--- src/rtl/speck_round_scheduler.sv ---
// rtl/speck_round_scheduler.sv - sequences one SPECK round engine through all encryption rounds
//
// Ports:
//   clk, rst_n                 clock, asynchronous active-low reset
//   in_valid/in_ready          plaintext + master key handshake (accepted only in IDLE)
//   plaintext [2n]             [n-1:0]=x, [2n-1:n]=y
//   key [4n]                   [n-1:0]=k0, then l0, l1, l2
//   out_valid/out_ready        ciphertext handshake, ciphertext held until accepted
//   ciphertext [2n]            same word order as plaintext
//   error                      sticky engine-timeout flag, cleared only by reset
//   rnd_start/rnd_subkey/rnd_text_in  drive the round engine
//   rnd_text_out/rnd_finished  returned by the round engine
//   busy                       high whenever not IDLE
module speck_round_scheduler #(
    parameter int WORD_WIDTH     = 16,
    parameter int ROUNDS         = 22,
    parameter int ALPHA          = 7,
    parameter int BETA           = 2,
    parameter int TIMEOUT_CYCLES = 64
) (
    input  logic                    clk,
    input  logic                    rst_n,
    input  logic                    in_valid,
    output logic                    in_ready,
    input  logic [2*WORD_WIDTH-1:0] plaintext,
    input  logic [4*WORD_WIDTH-1:0] key,
    output logic                    out_valid,
    input  logic                    out_ready,
    output logic [2*WORD_WIDTH-1:0] ciphertext,
    output logic                    error,
    output logic                    rnd_start,
    output logic [WORD_WIDTH-1:0]   rnd_subkey,
    output logic [2*WORD_WIDTH-1:0] rnd_text_in,
    input  logic [2*WORD_WIDTH-1:0] rnd_text_out,
    input  logic                    rnd_finished,
    output logic                    busy
);

    localparam int W  = WORD_WIDTH;
    localparam int CW = (ROUNDS > 1) ? $clog2(ROUNDS) : 1;
    localparam int TW = $clog2(TIMEOUT_CYCLES + 1);
    localparam logic [CW-1:0] LAST_RND = CW'(ROUNDS - 1);
    localparam logic [TW-1:0] TMO_LAST = TW'(TIMEOUT_CYCLES - 1);

    typedef enum logic [2:0] {
        IDLE   = 3'd0,
        START  = 3'd1,
        WAIT   = 3'd2,
        UPDATE = 3'd3,
        DONE   = 3'd4
    } state_t;

    state_t          state;
    state_t          state_nx;
    logic            set_error;
    logic            fin_q;
    logic            done;
    logic [CW-1:0]   rnd_idx;
    logic [TW-1:0]   tmo_cnt;
    logic [W-1:0]    l0;
    logic [W-1:0]    l1;
    logic [W-1:0]    l2;
    logic [W-1:0]    l_new;

    function automatic logic [W-1:0] ror(input logic [W-1:0] v);
        return (v >> ALPHA) | (v << (W - ALPHA));
    endfunction

    function automatic logic [W-1:0] rol(input logic [W-1:0] v);
        return (v << BETA) | (v >> (W - BETA));
    endfunction

    // Only a rising edge of finished counts; the engine may leave the level
    // high from the previous round until it sees the next start.
    assign done  = rnd_finished & ~fin_q;

    // rnd_subkey doubles as the key-schedule k register.
    assign l_new = (rnd_subkey + ror(l0)) ^ W'(rnd_idx);

    assign in_ready  = (state == IDLE);
    assign rnd_start = (state == START);
    assign out_valid = (state == DONE);
    assign busy      = (state != IDLE);

    always_ff @(posedge clk or negedge rst_n) begin
        if (!rst_n) begin
            state <= IDLE;
        end else begin
            state <= state_nx;
        end
    end

    always_comb begin
        state_nx  = state;
        set_error = 1'b0;
        unique case (state)
            IDLE:   if (in_valid) state_nx = START;
            START:  state_nx = WAIT;
            WAIT: begin
                if (done) begin
                    state_nx = UPDATE;
                end else if (tmo_cnt == TMO_LAST) begin
                    state_nx  = IDLE;
                    set_error = 1'b1;
                end
            end
            UPDATE: state_nx = (rnd_idx == LAST_RND) ? DONE : START;
            DONE:   if (out_ready) state_nx = IDLE;
            default: state_nx = IDLE;
        endcase
    end

    always_ff @(posedge clk or negedge rst_n) begin
        if (!rst_n) begin
            fin_q       <= 1'b0;
            error       <= 1'b0;
            rnd_idx     <= '0;
            tmo_cnt     <= '0;
            rnd_subkey  <= '0;
            l0          <= '0;
            l1          <= '0;
            l2          <= '0;
            rnd_text_in <= '0;
            ciphertext  <= '0;
        end else begin
            fin_q <= rnd_finished;
            if (set_error) error <= 1'b1;
            unique case (state)
                IDLE: begin
                    if (in_valid) begin
                        rnd_text_in <= plaintext;
                        rnd_subkey  <= key[W-1:0];
                        l0          <= key[2*W-1:W];
                        l1          <= key[3*W-1:2*W];
                        l2          <= key[4*W-1:3*W];
                        rnd_idx     <= '0;
                    end
                end
                START: tmo_cnt <= '0;
                WAIT:  if (!done) tmo_cnt <= tmo_cnt + TW'(1);
                UPDATE: begin
                    rnd_text_in <= rnd_text_out;
                    if (rnd_idx == LAST_RND) begin
                        ciphertext <= rnd_text_out;
                    end else begin
                        rnd_subkey <= rol(rnd_subkey) ^ l_new;
                        l0         <= l1;
                        l1         <= l2;
                        l2         <= l_new;
                        rnd_idx    <= rnd_idx + CW'(1);
                    end
                end
                default: ;
            endcase
        end
    end

endmodule

--- config.mk ---
export PLATFORM = sky130hd
export DESIGN_NAME = speck_round_scheduler
export DESIGN_NICKNAME = d
export VERILOG_FILES = /design/src/rtl/speck_round_scheduler.sv
export SDC_FILE = /design/constraint.sdc
export NUM_CORES = 1
export LEC_CHECK = 0
export ABC_AREA = 1
export CAP_MARGIN = 20
export CORE_MARGIN = 3
export CORE_UTILIZATION = 48
export DETAILED_ROUTE_END_ITERATION = 6
export PLACE_DENSITY_LB_ADDON = 0.2
export SKIP_CTS_REPAIR_TIMING = 1
export SYNTH_ARGS = -nofsm -noshare
export SYNTH_HDL_FRONTEND = slang
export SYNTH_SLANG_ARGS = --single-unit
--- constraint.sdc ---
create_clock -name clk -period 2.2 [get_ports clk]
set_input_delay 0.44 -clock clk [delete_from_list [all_inputs] [get_ports clk]]
set_output_delay 0.44 -clock clk [all_outputs]
set_load 0.01 [all_outputs]
=== Word-level counts from Yosys, hierarchy flattened ===
Cells that the tools add are included.

* Memories kept: 0
* ROM bits: 0
* Latch bits: 0
* Output and inout port bits: 85
* Memory bits (writable): 0
* Bits in registers: 145
* Bits of input ports: 133
* Logic and storage cells: 68

* $lt $le $gt $ge: 0
* Reduce and logical (&&, ||, !) cells: 9
* Divide/modulo/power cells: 0
* Eq/ne operators: 11
* Muxes and demuxes: 28
* Shift-type cells: 0
* Bitwise operators: 6
* Multiply operators: 0
* Add/subtract/negate cells: 3

{| class="wikitable"
|+ Operators with widths
! cell !! count
|-
| 16-bit two-way mux || 8
|-
| 16-bit case mux with 2 select lines || 4
|-
| 32-bit case mux with 2 select lines || 1
|-
| 32-bit two-way mux || 1
|-
| 16-bit adder || 1
|-
| 16-bit by 2-bit OR with 16-bit output || 1
|-
| 9-bit by 16-bit OR with 16-bit output || 1
|-
| 16-bit bitwise XOR || 1
|-
| 16-bit by 5-bit bitwise XOR with 16-bit output || 1
|-
| 3-bit two-way mux || 5
|-
| 3-bit case mux with 5 select lines || 1
|-
| 7-bit case mux with 2 select lines || 1
|-
| 5-bit two-way mux || 2
|-
| 5-bit case mux with 2 select lines || 1
|-
| 7-bit by 1-bit adder with 7-bit output (second input constant) || 1
|-
| 7-bit by 6-bit equality test with 1-bit output (second input constant) || 1
|-
| 7-bit two-way mux || 1
|-
| 3-bit by 2-bit equality test with 1-bit output (second input constant) || 2
|-
| 2-bit != test (second input constant) || 3
|-
| 2-bit AND reduction || 3
|-
| 3-bit AND reduction || 2
|-
| 5-bit by 1-bit adder with 5-bit output (second input constant) || 1
|-
| 5-bit equality test (second input constant) || 1
|-
| 2-bit nonzero test || 2
|-
| other kinds (9) || 11
|}

=== Depth between registers and ports, before layout ===
* Depth in word-level cells: 6
* Mapped depth: 14
* Depth with buffers taken out: 14

=== Worst setup path after synthesis ===
No wires, ideal clock.

* Path kind: reg2reg
* Start point: register rnd_subkey[0]
* End point: register rnd_subkey[12]
* Slack: 0.328 ns
* Data arrival time: 1.756 ns
* Path buffers: 0
* Data required time: 2.084 ns
* Period minus slack after synthesis: 1.872 ns
* Cell stages (with the launch flop): 14
* Cells stage by stage: dfrtp_1 > ha_1 > inv_1 > fa_1 > inv_1 > nand3_1 > nand3_1 > nand3_1 > nand3_1 > nand2_1 > nand3b_1 > nand3_1 > nand2_1 > nand2_1

* Cells in the longest elaborated chain, start to end: 5

{| class="wikitable"
|+ Ends and longest elaborated chain
! item !! RTL line !! source
|-
| start: declaration || 32 || <nowiki>output logic [WORD_WIDTH-1:0] rnd_subkey,</nowiki>
|-
| start signal: assignment || 132 || <nowiki>rnd_subkey <= key[W-1:0];</nowiki>
|-
| start signal: assignment || 146 || <nowiki>rnd_subkey <= rol(rnd_subkey) ^ l_new;</nowiki>
|-
| 16-bit adder || 78 || <nowiki>assign l_new = (rnd_subkey + ror(l0)) ^ W'(rnd_idx);</nowiki>
|-
| 16-bit by 5-bit bitwise XOR with 16-bit output || 78 ||
|-
| 16-bit bitwise XOR || 146 ||
|-
| 16-bit two-way mux || 143 || <nowiki>if (rnd_idx == LAST_RND) begin</nowiki>
|-
| 16-bit case mux with 2 select lines || 128 || <nowiki>unique case (state)</nowiki>
|}

No other way between the ends. The select of a mux whose other input is x is not followed.
A chain may end at the register's enable or synchronous reset.

=== Final worst setup path ===
* Start point: register state[1]
* End point: output rnd_start

* Cells in the longest elaborated chain, start to end: 1

{| class="wikitable"
|+ Ends and longest elaborated chain
! item !! RTL line !! source
|-
| start: declaration || 53 || <nowiki>state_t state;</nowiki>
|-
| start signal: assignment || 89 || <nowiki>state <= state_nx;</nowiki>
|-
| 3-bit by 1-bit equality test with 1-bit output || 81 || <nowiki>assign rnd_start = (state == START);</nowiki>
|-
| end: declaration || 31 || <nowiki>output logic rnd_start,</nowiki>
|}

No other way between the ends.

==> reports/results.txt <==
Outcome: finished, final reports clean
Initial Util: 49.5%
Routed vias: 7325
# rows: 45
Met1 Resource Use GR: 32.8%
Grt ovf: 0
Fmax: 481 MHz
IO Pins: 218
CTS buffer count: 17
Die H: 132 um
Area Growth Syn to Fin: 40.9%
LEAKAGE: 4.92 nW
Core Region: 15300 sq um
Setup TNS: 0 ns
Post-Synthesis Net Count: 1148
Layout cells sized above 1: 5.74%
# setup viols final: 0
Hold Path Depth: 2
Antenna-violating nets left: 0
Reg-to-reg slack, setup: 0.15 ns
Final period utilization: 94.5%
Crit path DAT: 1.64 ns
Vias in the first global route: 6978
Mapped Area: 7580 sq um
Worst hold slack: 0.467 ns
Slowest stage cell, crit path: clkdlybuf4s50_1
Grt peak-use layer: met2
Unrepaired setup endpoints after global routing: false
Clock-pin slew on the worst setup and hold paths: 0.06 ns
VDD IR max: 0.718 mV
Flip-flop and latch area: 3630 sq um
RD Place Congestion: 0.906
Post-synth EDFFs: 0
Max Buffers Root-to-Sink: 2
Distinct cells, synth: 38
DPL Wire Length: 15900 um
Final core utilization: 69.7%
CP cell instances: nor3_2 -> clkdlybuf4s50_1
Clk_lat worst skew: 0.42 ns
Max-Cap Viols: 0
Via density: 5.12
Min Tclk post-route: 2.08 ns
DIE AREA: 17300 sq um
Mapped Cells: 996
Synth warn: 0
Async S/R FF share, synth: 100%
Initial DRC count: 597
Worst r2r path cells: 8
Final hold violations: 0
Power Density: 1460 nW/um^2
Most common cell after layout, fill and taps aside: nand2_1
Primary FF master, synth: dfrtp_1
Fillers: 1293
Detailed-route wire length per cell: 15.5 um
Final Slew Violations: 0
Root Driver: clkbuf_16
Clock H-tree levels: 4
Worst-Margin Slew: 0.508 ns
GR Util All Layers: 25.6%
Most frequent cells in the layout: nand2_1 (369), clkdlybuf4s50_1 (214), dfrtp_1 (143)
CTS tree: yes
HP Class: flip-flop to flip-flop
Drt pass-1 iters: 5
Antenna diodes: 0
Die X-Extent: 132 um
Crit end category: output port
Area of the multi-input gates: 3510 sq um
Met2 Use GR: 41.7%
#FFs+latches synth: 145
# DRC: 0
Initial antenna violation count: 1
TritonCTS sink count: 145
Pin count of the biggest net entering global routing: 109
Crit-path max FO: 5
Req. time, crit path: 1.76 ns
Total Routed Length: 22100 um
Sequential share of the synthesized area: 47.9%
Headroom to the max-slew limit: 66.2%
Max incr delay on CP: 0.57 ns
Post-route clock skew: 0.00737 ns
GR Layer Usage met3: 7.66%
Critical path class: flip-flop to output port
Post-synthesis average cell area: 7.61 sq um
Startpoint Class: flip-flop
Fin nets: 1358
Port Buffers: 217
First-pass GRT wire length: 35900 um
registers in the layout, indices dropped and copies added (netlist names):
signal and count:
tmo_cnt 7, rnd_text_in 32, l0 16, error 1, l1 16, rnd_subkey 16
ciphertext 32, rnd_idx 5, fin_q 1, l2 16, state 3
synthesized netlist by cell type, types with 2 or more instances:
cell	number	area, sq um
ha_1	18	225
nand4_1	4	25.0
xor2_1	11	96.3
nand3_1	48	240
a21oi_1	28	140
o21ai_1	3	15.0
inv_2	3	11.3
nor3b_1	3	22.5
clkbuf_1	25	93.8
nor2_2	3	18.8
buf_2	15	75.1
nor2_4	2	22.5
xnor2_1	6	52.6
nand2_1	369	1390
o211ai_1	8	60.1
a31oi_1	62	388
dfrtp_1	145	3630
nand3b_1	2	15.0
o21a_1	4	30.0
buf_4	3	22.5
nor3_1	7	35.0
inv_1	72	270
nor2_1	116	435
o22ai_1	4	25.0
o21ai_0	22	110
metal layers:
layer	part of all wire [%]	wire, um
met1	42	9270
met2	48	10600
met3	7.7	1710
met4	2.5	547
met5	0.032	7
where the power goes:
part	leakage, nW	internal [mW]	switching [mW]
combinational	3.05	3.47	4.89
sequential	1.60	3.66	0.738
clock	0.275	1.67	1.15
cell type report:
type,count,share of cell area [%]
Clock buffer,20,4.09
Clock inverter,12,1.25
Inverter,75,2.65
Multi-Input combinational cell,731,32.9
Sequential cell,145,34.0
Tap cell,211,2.47
Timing Repair Buffer,236,22.7
cell families after synthesis:
logic type	after synthesis	synth area share (%)
and+or+nand+nor	560	29.9
DFF	145	47.9
AOI/OAI and AO/OA	135	10.6
buffers and inverters	120	6.44
adders and majority gates	19	3.24
xor gates and xnor gates	17	1.96
stage by stage:
stage               power (mW)  setup WS [ns]  std cells  instance area (sq um)
CTS                       15.5         -0.155       1429                  10600
global placement          12.4          0.129       1397                  10000
detailed placement        12.6         0.0490       1397                  10000
floorplan                 9.73          0.328        996                   7580
finish                    15.6          0.120       1430                  10700
global route              16.9        0.00272       1430                  10700
worst max-delay path, delay by kind of cell, from the launching register on:
kind	cells	cell delay [ns]
buffers and inverters	1	0.57
DFF	1	0.45
and+or+nand+nor	1	0.20
final timing paths:
kind                                startpoint             end
worst max-delay path                  state[1]       rnd_start
worst min register to register  ciphertext[10]  ciphertext[10]
worst min-delay path            ciphertext[10]  ciphertext[10]
max in group asynchronous                rst_n   rnd_subkey[9]
worst max register to register           l0[7]   rnd_subkey[2]
min in group asynchronous                rst_n  rnd_text_in[6]
(Power assumes the default switching activity.)
